File: src/rtl/cpu_pkg.sv
// Shared decode encodings, condition codes, FSM state and control bundle
// for the decode control stage.
package cpu_pkg;

  localparam logic [3:0] EXE_NOP = 4'b0000;
  localparam logic [3:0] EXE_MOV = 4'b0001;
  localparam logic [3:0] EXE_ADD = 4'b0010;
  localparam logic [3:0] EXE_ADC = 4'b0011;
  localparam logic [3:0] EXE_SUB = 4'b0100;
  localparam logic [3:0] EXE_SBC = 4'b0101;
  localparam logic [3:0] EXE_AND = 4'b0110;
  localparam logic [3:0] EXE_ORR = 4'b0111;
  localparam logic [3:0] EXE_EOR = 4'b1000;
  localparam logic [3:0] EXE_MVN = 4'b1001;

  localparam logic [1:0] MODE_ALU = 2'b00;
  localparam logic [1:0] MODE_MEM = 2'b01;
  localparam logic [1:0] MODE_BR  = 2'b10;

  localparam logic [3:0] OP_AND = 4'b0000;
  localparam logic [3:0] OP_EOR = 4'b0001;
  localparam logic [3:0] OP_SUB = 4'b0010;
  localparam logic [3:0] OP_ADD = 4'b0100;
  localparam logic [3:0] OP_ADC = 4'b0101;
  localparam logic [3:0] OP_SBC = 4'b0110;
  localparam logic [3:0] OP_TST = 4'b1000;
  localparam logic [3:0] OP_CMP = 4'b1010;
  localparam logic [3:0] OP_ORR = 4'b1100;
  localparam logic [3:0] OP_MOV = 4'b1101;
  localparam logic [3:0] OP_MVN = 4'b1111;

  localparam logic [3:0] COND_EQ = 4'b0000;
  localparam logic [3:0] COND_NE = 4'b0001;
  localparam logic [3:0] COND_CS = 4'b0010;
  localparam logic [3:0] COND_CC = 4'b0011;
  localparam logic [3:0] COND_MI = 4'b0100;
  localparam logic [3:0] COND_PL = 4'b0101;
  localparam logic [3:0] COND_VS = 4'b0110;
  localparam logic [3:0] COND_VC = 4'b0111;
  localparam logic [3:0] COND_HI = 4'b1000;
  localparam logic [3:0] COND_LS = 4'b1001;
  localparam logic [3:0] COND_GE = 4'b1010;
  localparam logic [3:0] COND_LT = 4'b1011;
  localparam logic [3:0] COND_GT = 4'b1100;
  localparam logic [3:0] COND_LE = 4'b1101;
  localparam logic [3:0] COND_AL = 4'b1110;
  localparam logic [3:0] COND_NV = 4'b1111;

  typedef enum logic {
    ISSUE    = 1'b0,
    MUL_BUSY = 1'b1
  } state_t;

  typedef struct packed {
    logic       wb_en;
    logic       mem_r;
    logic       mem_w;
    logic       b;
    logic       s;
    logic       imm;
    logic       mul;
    logic [3:0] exe_cmd;
  } ctrl_t;

  // {wb_en, exe_cmd} for a data-processing opcode
  function automatic logic [4:0] alu_map(input logic [3:0] op);
    logic [4:0] r;
    r = {1'b0, EXE_NOP};
    unique case (op)
      OP_MOV:  r = {1'b1, EXE_MOV};
      OP_MVN:  r = {1'b1, EXE_MVN};
      OP_ADD:  r = {1'b1, EXE_ADD};
      OP_ADC:  r = {1'b1, EXE_ADC};
      OP_SUB:  r = {1'b1, EXE_SUB};
      OP_SBC:  r = {1'b1, EXE_SBC};
      OP_AND:  r = {1'b1, EXE_AND};
      OP_ORR:  r = {1'b1, EXE_ORR};
      OP_EOR:  r = {1'b1, EXE_EOR};
      OP_CMP:  r = {1'b0, EXE_SUB};
      OP_TST:  r = {1'b0, EXE_AND};
      default: r = {1'b0, EXE_NOP};
    endcase
    return r;
  endfunction

endpackage

File: src/rtl/cond_check.sv
// Combinational ARM condition evaluation against NZCV flags.
// NV (1111) never passes.
module cond_check
  import cpu_pkg::*;
(
  input  logic [3:0] cond,
  input  logic [3:0] status,
  output logic       pass
);

  logic n, z, c, v;
  assign {n, z, c, v} = status;

  always_comb begin
    pass = 1'b0;
    unique case (cond)
      COND_EQ: pass = z;
      COND_NE: pass = !z;
      COND_CS: pass = c;
      COND_CC: pass = !c;
      COND_MI: pass = n;
      COND_PL: pass = !n;
      COND_VS: pass = v;
      COND_VC: pass = !v;
      COND_HI: pass = c && !z;
      COND_LS: pass = !c || z;
      COND_GE: pass = (n == v);
      COND_LT: pass = (n != v);
      COND_GT: pass = !z && (n == v);
      COND_LE: pass = z || (n != v);
      COND_AL: pass = 1'b1;
      COND_NV: pass = 1'b0;
      default: pass = 1'b0;
    endcase
  end

endmodule

File: src/rtl/decode_ctrl_pipe.sv
// Decode control stage with valid/ready handshake and optional multiply
// sequencer enabled by macro DECODE_MUL_EN.
module decode_ctrl_pipe
  import cpu_pkg::*;
#(
  parameter int EXE_CMD_W = 4,
  parameter int MUL_LAT   = 3
) (
  input  logic                 clk,
  input  logic                 rst,
  input  logic                 in_valid,
  output logic                 in_ready,
  input  logic [31:0]          instr,
  input  logic [3:0]           status,
  input  logic                 hazard,
  input  logic                 flush,
  output logic                 out_valid,
  input  logic                 out_ready,
  output logic                 wb_en,
  output logic                 mem_r,
  output logic                 mem_w,
  output logic                 b,
  output logic                 s,
  output logic                 imm,
  output logic                 mul,
  output logic [EXE_CMD_W-1:0] exe_cmd
);

  localparam logic [3:0] CNT_INIT = 4'(MUL_LAT - 1);

  state_t     state, state_nxt;
  logic [3:0] cnt, cnt_nxt;
  ctrl_t      dec, ctl_q;
  logic       pass, xfer, take;
  logic [1:0] mode;
  logic [3:0] op;
  logic       sbit;
  logic       unused_instr;

  assign mode = instr[27:26];
  assign op   = instr[24:21];
  assign sbit = instr[20];
  assign unused_instr = ^instr[19:0];

  cond_check u_cond (
    .cond   (instr[31:28]),
    .status (status),
    .pass   (pass)
  );

  assign in_ready = !rst && !hazard
                 && (!out_valid || out_ready)
                 && (state == ISSUE);
  assign xfer = in_valid && in_ready;
  assign take = out_valid && out_ready;

`ifdef DECODE_MUL_EN
  logic is_mul;
  assign is_mul = (instr[27:22] == 6'b000000)
               && (instr[7:4] == 4'b1001);
`endif

  always_comb begin
    dec = '0;
    unique case (mode)
      MODE_ALU: begin
        dec.s   = sbit;
        dec.imm = instr[25];
`ifdef DECODE_MUL_EN
        if (is_mul) begin
          dec.mul     = 1'b1;
          dec.wb_en   = 1'b1;
          dec.exe_cmd = EXE_NOP;
        end else begin
          {dec.wb_en, dec.exe_cmd} = alu_map(op);
        end
`else
        {dec.wb_en, dec.exe_cmd} = alu_map(op);
`endif
      end
      MODE_MEM: begin
        dec.s       = sbit;
        dec.imm     = instr[25];
        dec.exe_cmd = EXE_ADD;
        dec.mem_r   = sbit;
        dec.mem_w   = !sbit;
        dec.wb_en   = sbit;
      end
      MODE_BR: begin
        dec.b   = 1'b1;
        dec.imm = instr[25];
      end
      default: dec = '0;
    endcase
  end

  // Leave MUL_BUSY only once the count is spent and execute can accept
  always_comb begin
    state_nxt = state;
    cnt_nxt   = cnt;
    unique case (state)
      ISSUE: begin
        if (xfer && pass && dec.mul) begin
          state_nxt = MUL_BUSY;
          cnt_nxt   = CNT_INIT;
        end
      end
      MUL_BUSY: begin
        cnt_nxt = (cnt != 4'd0) ? cnt - 4'd1 : 4'd0;
        if (cnt_nxt == 4'd0 && out_ready)
          state_nxt = ISSUE;
      end
      default: state_nxt = ISSUE;
    endcase
    if (flush) begin
      state_nxt = ISSUE;
      cnt_nxt   = 4'd0;
    end
  end

  always_ff @(posedge clk) begin
    if (rst) begin
      state     <= ISSUE;
      cnt       <= 4'd0;
      out_valid <= 1'b0;
      ctl_q     <= '0;
    end else begin
      state <= state_nxt;
      cnt   <= cnt_nxt;
      if (flush) begin
        out_valid <= 1'b0;
        ctl_q     <= '0;
      end else if (xfer) begin
        out_valid <= pass;
        ctl_q     <= pass ? dec : '0;
      end else if (take) begin
        out_valid <= 1'b0;
        ctl_q     <= '0;
      end
    end
  end

  assign wb_en   = ctl_q.wb_en;
  assign mem_r   = ctl_q.mem_r;
  assign mem_w   = ctl_q.mem_w;
  assign b       = ctl_q.b;
  assign s       = ctl_q.s;
  assign imm     = ctl_q.imm;
  assign mul     = ctl_q.mul;
  assign exe_cmd = EXE_CMD_W'(ctl_q.exe_cmd);

endmodule

File: config.mk
export PLATFORM = sky130hd
export DESIGN_NAME = decode_ctrl_pipe
export DESIGN_NICKNAME = d
export VERILOG_FILES = /design/src/rtl/cpu_pkg.sv /design/src/rtl/cond_check.sv /design/src/rtl/decode_ctrl_pipe.sv
export SDC_FILE = /design/constraint.sdc
export NUM_CORES = 1
export LEC_CHECK = 0
export BUFFER_PORTS_ARGS = -buffer_cell sky130_fd_sc_hd__buf_2
export CELL_PAD_IN_SITES_DETAIL_PLACEMENT = 0
export CELL_PAD_IN_SITES_GLOBAL_PLACEMENT = 1
export CORE_ASPECT_RATIO = 1.75
export CORE_MARGIN = 1.5
export CORE_UTILIZATION = 30
export DETAILED_ROUTE_END_ITERATION = 7
export MAX_ROUTING_LAYER = met4
export PLACE_DENSITY_LB_ADDON = 0.1
export SYNTH_ARGS = -nofsm -noshare
export SYNTH_HDL_FRONTEND = slang
export SYNTH_HIERARCHICAL = 1
export SYNTH_SLANG_ARGS = --single-unit
export TNS_END_PERCENT = 100
File: constraint.sdc
create_clock -name clk -period 2.9 [get_ports clk]
set_input_delay 0.58 -clock clk [delete_from_list [all_inputs] [get_ports clk]]
set_output_delay 0.58 -clock clk [all_outputs]
set_load 0.05 [all_outputs]
==> results.toml, run 1 <==
[status]
status = "finished, final reports clean"

[global_route]
grt_overflow = 0
antenna_found_initial = 0
grt_pass1_wl_um = 3570
grt.total_usage = 0.135
grt_pass1_vias = 848
grt_max_degree = 11

[sta]
setup_violations = 0
final_hold_viol_count = 0
max_freq_ghz = 0.429
worst_slack_ps = 567
holdWs_ps = 461
rsz0062_at_grt = "false"
final_max_slew_viol_count = 0
skew_ps = 2.69
worst_pin_slew_ps = 689
slew_headroom = 0.540
setup-tns-final_ps = 0
fin_crit_sh = 0.804
min_period_ps = 2330

[detailed_routing]
vias_per_cell = 4.85
wl_per_cell_um = 12.1
first_pass_iters = 4
wirelength_um = 2210
routed-via-count = 887
drc = 0
drt-initial-drc-count = 13
ant_nets = 0

[logic_synthesis]
synth.area.top_cells = "dfxtp_1, ha_1, a32o_1"
synth_area_per_cell_um2 = 8.79
synth.most_common_cell = "dfxtp_1"
yosys.area.top_type = "dfxtp_1"
synth_top_area_frac = 0.340
synth_compound_area_frac = 0.273
synthTopCellsByCount = "dfxtp_1, nor2_1, a21oi_1, ha_1, inv_1"
synth_edf_count = 0
async_flop_share = 0
syn_nets = 155
syn_inst = 107
synth-xor-area-share = 0.0372
synth_warnings = 6
synth_cell_types = 38
synth_ff_type = "dfxtp_1"
synth_fa_ha_area_frac = 0.0798
ys_seq_area_frac = 0.340
synth_top_family_by_area = "compound AO/OA/AOI/OAI gates"
yosys_register_bits = 16
synth.mux.area_fraction = 0.0106
synthSimpleGateAreaFrac = 0.203
syn-cell-area_um2 = 941

[clocking]
cts_made_buffers = 3
cts_resized = 0
clkLatencyLatePin_ps = 250
h-tree-depth = 1
cts_buffer_depth = 2
post_cts_buffers = 0
clockRootBuffer = "clkbuf_8"
cts_hold_buf = 0
clk_pin_slew_worst_paths_ps = 60
tritoncts = "yes"
clock_sinks = 16

[setup_path]
worst-r2r-setup-slack_ps = 1240
cp-endpoint = "exe_cmd[2]"
critPathMaxFanout = 3
reg2reg_depth = 3
slowest_stage = "or4_4"
r2r-start = "state"
cp.arrival_ps = 2510
end_kind = "register"
r2r-end = "exe_cmd[2]"
cp_common_cell = "xor2_1"
startpoint_type = "primary input"
crit_start = "status[3]"
path_class = "in2reg"
cpPeakStageDelay_ps = 460
cp_cell_sequence = "buf_2 -> xor2_1 -> xor2_1 -> a2111oi_1 -> a311oi_1 -> o22ai_1 -> nand3_1 -> or4_4 -> o2bb2ai_1"
crit_required_ps = 3070

[floorplanning]
dieArea_um2 = 3490
num_io_pins = 55
rows = 26
die_y_um = 77.1
start_util = 0.318
core_area_um2 = 2960
die_x_um = 45.3

[finish]
diodes = 0
design_area_um2 = 1200
nNetsFinal = 190
layout-drive-gt1-share = 0.305
syn2layout_area_growth_pct = 27.8

[pwr]
cellLeakagePower_uw = 0.000517
irDropWorstVdd_mv = 0.315
finalPower_uw = 498
power_density_nw_per_um2 = 414

[job]
drv_cap = 0

[placement]
placed_cell_area_um2 = 1150
pre_cts_ws_ps = 331
place.gp.congestion = 0.797
dp_hpwl_um = 1760
portBuffers = 33

[hold_path]
hold_depth = 1
hold_class = "reg2reg"
## placed cells by master, fill, tap and decap left out, types with 2 or more instances in the layout
cell type / instances
nand2b_1: 4
dfxtp_1: 16
xor2_1: 3
a21oi_1: 7
nor4b_1: 2
o2bb2ai_1: 3
a211oi_1: 2
buf_2: 33
ha_1: 6
inv_1: 6
nand3_1: 2
clkbuf_8: 4
o21ai_0: 3
a22o_1: 3
o211ai_1: 2
o22ai_1: 2
a31oi_1: 2
nor3_1: 4
buf_4: 2
a32o_1: 4
nor2_1: 9
nand2_1: 5
## kinds of logic (layout without fill, tap and decap cells)
logic type,after synthesis,in the layout
compound gates,34,34
xor+xnor,4,4
fa+ha+maj,6,6
buf+inv,11,45
flops,16,16
mux,1,1
other cells,1,1
simple gates,34,34
## cell type report
cell class              count  area [µm²]
clock buffers               4        55.1
fillers                   310        1760
inverters                   6        22.5
multi-input cells          80         572
flip-flops and latches     16         320
well taps                  42        52.6
repair buffers             35         180
## report_power, final
part           internal, µW  switching, µW  leakage (µW)
clock                   120           72.4     0.0000288
sequential              221          0.626      0.000129
combinational          32.8           51.3      0.000360
## worst min-delay path by stage
stage | slack [ps] | endpoint | from
CTS | 470 | exe_cmd[3] | exe_cmd[3]
global route | 480 | exe_cmd[3] | exe_cmd[3]
detailed placement | 440 | exe_cmd[3] | exe_cmd[3]
floorplan | 450 | cnt[3] | cnt[3]
global placement | 440 | exe_cmd[3] | exe_cmd[3]
finish | 460 | exe_cmd[3] | exe_cmd[3]
## per-stage QoR
step | std cells | util
2_1_floorplan | 107 | -
3_3_place_gp | 179 | 0.388
3_5_place_dp | 179 | 0.388
4_1_cts | 183 | 0.406
5_1_grt | 183 | 0.406
6_report | 183 | 0.406
## layer usage
| layer | track usage | up-vias | share of wire |
|---|---|---|---|
| met5 | - | - | 0 |
| met4 | 0.0529 | 0 | 0.0063 |
| met3 | 0.0165 | 2 | 0.055 |
| met2 | 0.226 | 26 | 0.52 |
| met1 | 0.156 | 396 | 0.42 |
| li1 | - | 463 | - |
## flip-flops by register name, indices dropped and copies added, names as in the netlist
register and cells:
b 1, cnt 4, exe_cmd 4, imm 1, mem_r 1, mem_w 1
out_valid 1, s 1, state 1, wb_en 1
## worst max-delay path, delay by kind of cell
kind,cells,cell delay (ps)
xor+xnor,2,380
compound gates,4,810
simple gates,2,620
buf+inv,1,110
(Power assumes the default switching activity.)
==> run 2: changes to the inputs <==
CORE_UTILIZATION = 27   (was 30)
clock period = 1.9 ns   (was 2.9 ns; I/O delays follow)
==> results.toml, run 2 (same netlist as run 1, synthesis figures left out) <==
[clocking]
cts_made_buffers = 3
clock_sinks = 16
clkLatencyLatePin_ps = 240
tritoncts = "yes"
clk_pin_slew_worst_paths_ps = 60
cts_buffer_depth = 2
h-tree-depth = 1
clockRootBuffer = "clkbuf_8"

[global_route]
grt_pass1_vias = 991
grt_overflow = 0
grt_max_degree = 11
grt.total_usage = 0.146
antenna_found_initial = 0
grt_pass1_wl_um = 4020

[floorplanning]
rows = 28
start_util = 0.280
die_x_um = 47.6
die_y_um = 81.1
dieArea_um2 = 3860
core_area_um2 = 3360
num_io_pins = 55

[finish]
nNetsFinal = 202
n_fill_cell = 374
diodes = 0
syn2layout_area_growth_pct = 43.9
layout_commonest_cell = "buf_2"
layout-drive-gt1-share = 0.395
final_cell_mix = "buf_2, dfxtp_1, buf_4, nor2_1, a21oi_1"
multiInputGateArea_um2 = 621
final_core_util = 0.403
seq_area_um2 = 320

[status]
violations = "setup timing"
status = "finished with violations"

[detailed_routing]
drt-initial-drc-count = 10
wirelength_um = 2470
ant_nets = 0
vias_per_cell = 4.83
first_pass_iters = 4
wl_per_cell_um = 12.5
routed-via-count = 951
drc = 0

[setup_path]
slowest_stage = "or4_4"
cpPeakStageDelay_ps = 470
critPathTopFamily = "compound AO/OA/AOI/OAI gates"
critPathMaxFanout = 3
end_kind = "register"
cp_cell_sequence = "buf_8 -> xor2_4 -> xor2_1 -> a2111oi_1 -> a311oi_1 -> o22ai_1 -> nand3_1 -> or4_4 -> o2bb2ai_1"
crit_required_ps = 2070
path_class = "in2reg"
cp_num_buf_inv = 1
startpoint_type = "primary input"
cp.arrival_ps = 2190

[pwr]
finalPower_uw = 757
irDropWorstVdd_mv = 0.522
cellLeakagePower_uw = 0.000587
power_density_nw_per_um2 = 559

[sta]
worst_slack_ps = -119
holdWs_ps = 356
rsz0062_at_grt = "true"
final_max_slew_viol_count = 0
final_hold_viol_count = 0
max_freq_ghz = 0.495
fin_crit_sh = 1.06
skew_ps = 4.64
setup_violations = 6
setup-tns-final_ps = -501
min_period_ps = 2020

[placement]
portBuffers = 33
dp_hpwl_um = 2020
place.gp.congestion = 0.750

[hold_path]
hold_class = "in2reg"

[job]
drv_cap = 0
## run 2: cell count changes in the layout (fill, tap and decap cells not counted), sizes merged
cell    change
clkbuf      -1
buf        +12
## run 2: power breakdown
part / internal [µW] / switching [µW] / total [µW]
sequential: 337 / 0.878 / 338
combinational: 81.3 / 90.1 / 171
clock: 140 / 107 / 247
total: 558 / 198 / 757
## run 2: worst paths after layout
path | start | endpoint | slack (ps) | cells after the start
hold reg to reg | imm | imm | 470 | 1
setup reg to reg | state | exe_cmd[3] | 300 | 3
hold / removal | out_ready | state | 360 | 2
setup / recovery | status[3] | exe_cmd[3] | -120 | 9
## run 2: cell type report
cell class | instances | share of cell area
Clock buffer | 3 | 0.0305
Inverter | 6 | 0.0166
Multi-Input combinational cell | 80 | 0.458
Sequential cell | 16 | 0.237
Tap cell | 45 | 0.0416
Timing Repair Buffer | 47 | 0.216
## run 2: metal layers
layer  share of wire  GRT usage  vias up
met5               0          -        -
met1            0.38      0.141      446
li1                -          -      485
met4           0.013     0.0486        0
met2            0.58      0.274       18
met3           0.027     0.0200        2
## run 2: stage by stage
| step | setup WS, ps | instances | instance area [µm²] |
|---|---|---|---|
| global route | -237 | 197 | 1350 |
| detailed placement | -438 | 191 | 1250 |
| finish | -119 | 197 | 1350 |
| CTS | -146 | 197 | 1340 |
| floorplan | -92.1 | 107 | 982 |
| global placement | -390 | 191 | 1250 |
## run 2: worst register-to-register path, cell delays in order, from the launching register on
cell	delay, ps
dfxtp_1	310
or4b_4	550
or4_4	520
o2bb2ai_1	150
## run 2: repair_timing
action,4_1_cts,5_1_grt
endpoints found under the setup margin,7,11
gates resized for setup,7,3
pin swaps,3,1
buffers inserted,3,0
hold buffers,0,0
